`src/rtl/periph_rx_packetizer_if.sv`:
```
// Bus bundle between a peripheral receive path, periph_rx_packetizer and the host-side arbiter.
// The slave modport is the packetizer's view; master is the surrounding logic's view.
interface periph_rx_packetizer_if #(
   parameter int unsigned DEPTH = 16
);
   localparam int unsigned PW = $clog2(DEPTH) + 1;

   logic [28:0]   rx_data;
   logic          rx_wren;
   logic          rx_full;
   logic          rx_afull;
   logic [31:0]   pkt_data;
   logic          pkt_valid;
   logic          pkt_ready;
   logic [PW-1:0] fill_level;
   logic          ovf_sticky;
   logic          ovf_clr;
   logic [15:0]   ovf_count;

   modport slave (
      input  rx_data, rx_wren, pkt_ready, ovf_clr,
      output rx_full, rx_afull, pkt_data, pkt_valid, fill_level, ovf_sticky, ovf_count
   );

   modport master (
      output rx_data, rx_wren, pkt_ready, ovf_clr,
      input  rx_full, rx_afull, pkt_data, pkt_valid, fill_level, ovf_sticky, ovf_count
   );
endinterface

```
`src/rtl/periph_rx_packetizer.sv`:
```
// Peripheral receive FIFO: buffers 29-bit words and emits {PERIPH_ADDR, word} packets (FWFT).
// Define PERIPH_RX_OVF_COUNT_EN to build the saturating 16-bit dropped-push counter.
module periph_rx_packetizer #(
   parameter logic [2:0]  PERIPH_ADDR  = 3'd0,
   parameter int unsigned DEPTH        = 16,
   parameter int unsigned AFULL_THRESH = 12
) (
   input logic                   clk,
   input logic                   rst,
   periph_rx_packetizer_if.slave bus
);
   localparam int unsigned AW = $clog2(DEPTH);
   localparam int unsigned PW = AW + 1;
   localparam logic [PW-1:0] DepthW = PW'(DEPTH);
   localparam logic [PW-1:0] AfullW = PW'(AFULL_THRESH);

   logic [PW-1:0] wr_ptr_q, wr_ptr_d;
   logic [PW-1:0] rd_ptr_q, rd_ptr_d;
   logic [PW-1:0] fill;
   logic          full;
   logic          push;
   logic          pop;
   logic          ovf;
   logic          ovf_sticky_q, ovf_sticky_d;
   logic [28:0]   mem_q [DEPTH];

   // Full/empty come only from registered pointers, so the extra MSB separates the two.
   always_comb begin
      fill     = wr_ptr_q - rd_ptr_q;
      full     = (fill == DepthW);
      push     = bus.rx_wren & ~full;
      pop      = (fill != '0) & bus.pkt_ready;
      ovf      = bus.rx_wren & full;
      wr_ptr_d = wr_ptr_q + PW'(push);
      rd_ptr_d = rd_ptr_q + PW'(pop);
   end

   always_comb begin
      ovf_sticky_d = ovf_sticky_q;
      if (ovf) begin
         ovf_sticky_d = 1'b1;
      end else if (bus.ovf_clr) begin
         ovf_sticky_d = 1'b0;
      end
   end

   always_ff @(posedge clk or negedge rst) begin
      if (!rst) begin
         wr_ptr_q     <= '0;
         rd_ptr_q     <= '0;
         ovf_sticky_q <= 1'b0;
      end else begin
         wr_ptr_q     <= wr_ptr_d;
         rd_ptr_q     <= rd_ptr_d;
         ovf_sticky_q <= ovf_sticky_d;
      end
   end

   // Storage needs no reset: nothing is visible until the write pointer moves past it.
   always_ff @(posedge clk) begin
      if (push) begin
         mem_q[wr_ptr_q[AW-1:0]] <= bus.rx_data;
      end
   end

   always_comb begin
      bus.pkt_data   = {PERIPH_ADDR, mem_q[rd_ptr_q[AW-1:0]]};
      bus.pkt_valid  = (fill != '0);
      bus.fill_level = fill;
      bus.rx_full    = full;
      bus.rx_afull   = (fill >= AfullW);
      bus.ovf_sticky = ovf_sticky_q;
   end

`ifdef PERIPH_RX_OVF_COUNT_EN
   logic [15:0] ovf_count_q, ovf_count_d;

   // An overflow in the same cycle as a clear restarts the count at one.
   always_comb begin
      ovf_count_d = ovf_count_q;
      if (ovf) begin
         if (bus.ovf_clr) begin
            ovf_count_d = 16'd1;
         end else if (ovf_count_q != 16'hFFFF) begin
            ovf_count_d = ovf_count_q + 16'd1;
         end
      end else if (bus.ovf_clr) begin
         ovf_count_d = '0;
      end
   end

   always_ff @(posedge clk or negedge rst) begin
      if (!rst) begin
         ovf_count_q <= '0;
      end else begin
         ovf_count_q <= ovf_count_d;
      end
   end

   assign bus.ovf_count = ovf_count_q;
`else
   assign bus.ovf_count = 16'h0;
`endif
endmodule

```
`src/flat_wrapper.sv`:
```
// flat-port wrapper written by rule: the top's interface ports become plain ports
module periph_rx_packetizer_flat 
#(
   parameter logic [2:0]  PERIPH_ADDR  = 3'd0,
   parameter int unsigned DEPTH        = 16,
   parameter int unsigned AFULL_THRESH = 12
)
  (clk, rst, bus_rx_data, bus_rx_wren, bus_pkt_ready, bus_ovf_clr, bus_rx_full, bus_rx_afull, bus_pkt_data, bus_pkt_valid, bus_fill_level, bus_ovf_sticky, bus_ovf_count);
  periph_rx_packetizer_if #(.DEPTH(DEPTH)) bus_i ();
  input logic clk;
  input logic rst;
  input wire logic [$bits(bus_i.rx_data)-1:0] bus_rx_data;
  input wire logic [$bits(bus_i.rx_wren)-1:0] bus_rx_wren;
  input wire logic [$bits(bus_i.pkt_ready)-1:0] bus_pkt_ready;
  input wire logic [$bits(bus_i.ovf_clr)-1:0] bus_ovf_clr;
  output wire logic [$bits(bus_i.rx_full)-1:0] bus_rx_full;
  output wire logic [$bits(bus_i.rx_afull)-1:0] bus_rx_afull;
  output wire logic [$bits(bus_i.pkt_data)-1:0] bus_pkt_data;
  output wire logic [$bits(bus_i.pkt_valid)-1:0] bus_pkt_valid;
  output wire logic [$bits(bus_i.fill_level)-1:0] bus_fill_level;
  output wire logic [$bits(bus_i.ovf_sticky)-1:0] bus_ovf_sticky;
  output wire logic [$bits(bus_i.ovf_count)-1:0] bus_ovf_count;
  assign bus_i.rx_data = bus_rx_data;
  assign bus_i.rx_wren = bus_rx_wren;
  assign bus_i.pkt_ready = bus_pkt_ready;
  assign bus_i.ovf_clr = bus_ovf_clr;
  assign bus_rx_full = bus_i.rx_full;
  assign bus_rx_afull = bus_i.rx_afull;
  assign bus_pkt_data = bus_i.pkt_data;
  assign bus_pkt_valid = bus_i.pkt_valid;
  assign bus_fill_level = bus_i.fill_level;
  assign bus_ovf_sticky = bus_i.ovf_sticky;
  assign bus_ovf_count = bus_i.ovf_count;
  periph_rx_packetizer #(.PERIPH_ADDR(PERIPH_ADDR), .DEPTH(DEPTH), .AFULL_THRESH(AFULL_THRESH)) u_core (.clk(clk), .rst(rst), .bus(bus_i));
endmodule
```
`config.mk`:
```
export PLATFORM = sky130hd
export DESIGN_NAME = periph_rx_packetizer_flat
export DESIGN_NICKNAME = d
export VERILOG_FILES = /design/src/rtl/periph_rx_packetizer_if.sv /design/src/rtl/periph_rx_packetizer.sv /design/src/flat_wrapper.sv
export SDC_FILE = /design/constraint.sdc
export NUM_CORES = 1
export LEC_CHECK = 0
export ABC_AREA = 1
export BUFFER_PORTS_ARGS = -buffer_cell sky130_fd_sc_hd__buf_2
export CAP_MARGIN = 20
export CORE_MARGIN = 1
export CORE_UTILIZATION = 40
export CTS_BUF_LIST = sky130_fd_sc_hd__clkbuf_2
export DETAILED_ROUTE_END_ITERATION = 16
export MAX_ROUTING_LAYER = met4
export PLACE_DENSITY = 0.61
export SLEW_MARGIN = 20
export SYNTH_ARGS = -nofsm -noshare
export SYNTH_HDL_FRONTEND = slang
export SYNTH_SLANG_ARGS = --single-unit
```
`constraint.sdc`:
```
create_clock -name clk -period 5.54 [get_ports clk]
set_input_delay 0 -clock clk [delete_from_list [all_inputs] [get_ports clk]]
set_output_delay 0 -clock clk [all_outputs]
set_load 0.1 [all_outputs]
```
After elaboration in Yosys (flattened, before gate mapping)
Memory sizes are Yosys's and may differ from the RTL's.
Index checks and enable logic that the tools add are counted.

word-level totals
  register bits = 11
  bits in latches = 0
  memory bits (writable) = 464
  ROM bits = 0
  output and inout bits = 57
  memories kept = 1

cells by class
  add/subtract/negate cells = 3
  multipliers = 0
  div/mod/pow operators = 0
  magnitude comparators = 1
  equal/unequal tests = 1
  shifts and indexed selects = 0
  multiplexer cells = 4
  bitwise gates (word level) = 4
  reductions and logical operators = 2

memory list
  name          depth  bits a word  read ports  clocked after Yosys merged registers in  write ports  RTL line                    text
  u_core.mem_q  16     29           1           0                                        1            periph_rx_packetizer.sv:25  logic [28:0] mem_q [DEPTH];

operators by type and width
  kind                  count
  $add A5 B1 Y5         2
  $eq A5 B5 Y1 const B  1
  $ge A5 B4 Y1 const B  1
  $reduce_bool A5 Y1    1
  $sub A5 B5 Y5         1
  $mux W1               4
  $and A1 B1 Y1         3
  $reduce_bool A2 Y1    1
  $not A1 Y1            1

Logic depth before layout (Yosys ltp)
  word-level depth = 6
  depth in mapped cells = 17
  gate-level depth less buffers = 16

Worst setup path after synthesis
OpenSTA, ideal clock, no wires.

  path type = register to register
  from = register u_core.rd_ptr_q[2]
  to = memory u_core.mem_q[10][0] (enable)
  library setup time = 0.415 ns
  arrival time = 4.501 ns
  path slack = 0.624 ns
  stages on the path, launching flop included = 11
  buffers on the path = 3
  path through = dfrtp_1 > clkbuf_1 > inv_1 > clkbuf_1 > ha_1 > xor2_1 > nor2_2 > nand3_2 > nand2_4 > buf_6 > nor2_1

between the ends
  cells in the longest elaborated chain, start to end = 6

RTL lines
  element                        RTL line                    text
  from (decl)                    periph_rx_packetizer.sv:18  logic [PW-1:0] rd_ptr_q, rd_ptr_d;
  from (signal assigned)         periph_rx_packetizer.sv:54  rd_ptr_q <= rd_ptr_d;
  $sub A5 B5 Y5                  periph_rx_packetizer.sv:29  fill = wr_ptr_q - rd_ptr_q;
  net bus_fill_level[2]          flat_wrapper.sv:20          output wire logic [$bits(bus_i.fill_level)-1:0] bus_fill_level;
  $eq A5 B5 Y1                   periph_rx_packetizer.sv:30  full = (fill == DepthW);
  $not A1 Y1                     periph_rx_packetizer.sv:31  push = bus.rx_wren & ~full;
  $and A1 B1 Y1                  periph_rx_packetizer.sv:31
  $mux W1                        periph_rx_packetizer.sv:61  if (push) begin
  $mux W1 (not written as such)  periph_rx_packetizer.sv:62  mem_q[wr_ptr_q[AW-1:0]] <= bus.rx_data;
  to (decl)                      periph_rx_packetizer.sv:25

The timed path passes the listed nets, and every way through them passes these cells.

Worst setup path in the final report
  from = register u_core.rd_ptr_q[0]
  to = output bus_pkt_data[27]

between the ends
  cells in the longest elaborated chain, start to end = 1

RTL lines
  element          RTL line            text
  $mem_v2 Z16 W29  n/a
  to (decl)        flat_wrapper.sv:18  output wire logic [$bits(bus_i.pkt_data)-1:0] bus_pkt_data;

No other way between the ends.

==> results_dict.tcl <==
set metrics [dict create \
    cts_tree "yes" \
    worstSetupStartpointType "register" \
    ys_seq_elements 475 \
    fp.dieW_um 222 \
    antenna_found_initial 2 \
    drcViolationCount 0 \
    period_share_pct 76.7 \
    worstPathCellList "buf_4 > o21ai_0 > o211ai_1 > nand3_1 > nand2_1 > buf_2" \
    netlist.area_leader.share_pct 71.8 \
    cts.path.max_buffers 3 \
    slowest_stage "dfrtp_4" \
    synthSimpleGateAreaFrac_pct 12.7 \
    drive_above_1_share_pct 16.4 \
    drtAntennaViolNets 0 \
    rr_startpoint "u_core.rd_ptr_q[0]" \
    tightest_slew_ns 1.11 \
    layout.nets 1832 \
    instances_no_fill 2489 \
    design_area_sq_um 22100 \
    clkTransAtPathRegs_ns 0.11 \
    ioPinCount 91 \
    overflow 0 \
    worstPathMaxFanout 89 \
    cp_slowest_stage_delay_ns 0.89 \
    via_count 12500 \
    hp-class "in -> reg" \
    first_global_vias 12300 \
    synth_top_family_by_area "simple AND/OR/NAND/NOR gates" \
    synth_top_area_cell "edfxtp_1" \
    grt_usage_pct 19.3 \
    slew_headroom_pct 26.1 \
    ys_seq_area_share_pct 73.2 \
    vias_per_cell 5.03 \
    grt_max_degree 150 \
    maxCapViolations 0 \
    synth-edff-count 464 \
    start_util_pct 40.6 \
    synth_area_leaders "edfxtp_1, nor2_1, o21ai_0" \
    post_dp_cell_area_sq_um 20200 \
    port_buffers 71 \
    grt_pass1_wl_um 70900 \
    synthAdderAreaFrac_pct 0.619 \
    hpwl_um 23800 \
    worst_slack_ns 1.29 \
    die_h_um 222 \
    fp.coreArea_sq_um 47800 \
    layout_min_cycle_time_ns 4.25 \
    fin_skew_ns 0.102 \
    mostFrequentLayoutCells "edfxtp_1, nor2_1, o21ai_0" \
    path_class "reg -> out" \
    rrSetupSlack_ns 1.64 \
    pre_cts_slack_ns 1.64 \
    cp-startpoint "u_core.rd_ptr_q[0]" \
    crit_arrival_ns 4.25 \
    ys_types 31 \
    max_freq_mhz 235 \
    area_delta_synth_final_pct 13.9 \
    syn_inst 1603 \
    yosys-mux-area-fraction_pct 0 \
    first_iter_violations 984 \
    final_common_cell "edfxtp_1" \
    synth-main-ff-cell "edfxtp_1" \
    synth_compound_area_share_pct 8.68 \
    status "finished clean" \
    critPathCaptureType "output port" \
    rsz0062_at_grt "false" \
    post-cts-setup-buffer-count 0 \
    synth_xor_area_share_pct 0.406 \
    routed_wl_um 45800 \
    fillers 4401 \
    async_flop_share_pct 2.32 \
    wire_per_inst_um 18.4 \
    cts_root_buffer "clkbuf_2" \
    ys_warn_count 0 \
    slew_viol_final 0 \
    syn_area_sq_um 19400 \
    fin_tns_setup_ns 0 \
    insertion_delay_ns 1.09 \
    hold_viol_final 0 \
    cts_resized 0 \
    syn_avg_cell_area_sq_um 12.1 \
    hp-start "bus_rx_wren" \
    clock_sinks 475 \
    cts_max_level 3 \
    die_area_sq_um 49400 \
    gp_congestion 0.751 \
    placed_cells 2214 \
    critPathRequiredTime_ns 5.54 \
    dr.pass1.iters 5 \
    setup_violations 0 \
    rows 80 \
    numCtsBuffers 117 \
]
sequential cells by signal, indices dropped and copies added, names as in the netlist:
signal                 flops
u_core.bus.ovf_sticky      1
u_core.mem_q             464
u_core.rd_ptr_q            5
u_core.wr_ptr_q            5
synth_stat cells, types with 3 or more instances:
library cell  instances
buf_6                12
o21ai_1              73
nand3_1              66
nand2_1             151
xnor2_1               3
buf_2                25
xor2_1                6
edfxtp_1            464
dfrtp_1              11
o211ai_1             29
ha_1                  8
nor2_1              403
inv_1                48
buf_4                29
clkbuf_1             41
o21ai_0             216
buf_1                 4
per-layer routing:
layer	GRT usage, %	share of wire, %
met5	-	0
met4	7.46	2.2
met3	3.86	5.2
met2	30.5	49
met1	24.6	44
cell families (layout without fill, tap and decap cells):
logic type               Yosys count  count (layout)
buffers and inverters            162             411
XOR/XNOR                           9               9
AND/OR/NAND/NOR                  626             626
AO/OA/AOI/OAI                    321             321
adder cells (fa/ha/maj)            9               9
other                              1              23
flip-flops                       475             475
metrics by stage:
step           hold WS, ns  utilization (%)
3_5_place_dp        -0.107             42.3
4_1_cts             0.0709             46.0
2_1_floorplan       -0.296                -
3_3_place_gp        -0.107             42.3
5_1_grt              0.120             46.2
6_report             0.233             46.2
path summary, 6_finish.rpt:
path / end / depth (start not counted)
setup / recovery: bus_pkt_data[27] / 6
hold / removal: u_core.bus.ovf_sticky / 5
setup reg to reg: u_core.mem_q[13][6] / 9
hold reg to reg: u_core.rd_ptr_q[4] / 1
max in group asynchronous: u_core.rd_ptr_q[0] / 4
min in group asynchronous: u_core.rd_ptr_q[4] / 4
area by class of cell:
class	count	area [sq um]	area share, %
Multi-Input combinational cell	984	4540	20.5
Antenna cell	4	10.0	0.0453
Inverter	50	193	0.871
Clock buffer	178	891	4.03
Timing Repair Buffer	161	1290	5.85
Tap cell	615	769	3.48
Sequential cell	475	14200	64.3
Clock inverter	22	204	0.922
critical path: cells and delay by family, from the launching register on:
kind                   cells  cell delay [ns]
buffers and inverters      2             1.29
DFF                        1             0.89
AOI/OAI and AO/OA          2             0.45
and+or+nand+nor            2             0.38
what timing repair did:
item,in CTS,in global routing
hold buffers,68,0
endpoints found under the hold margin,889,0
setup endpoints to repair,0,0
Power is left out: the tool's default activity adds up to more than one toggle a clock period on the data nets, which glitch-free logic cannot reach.
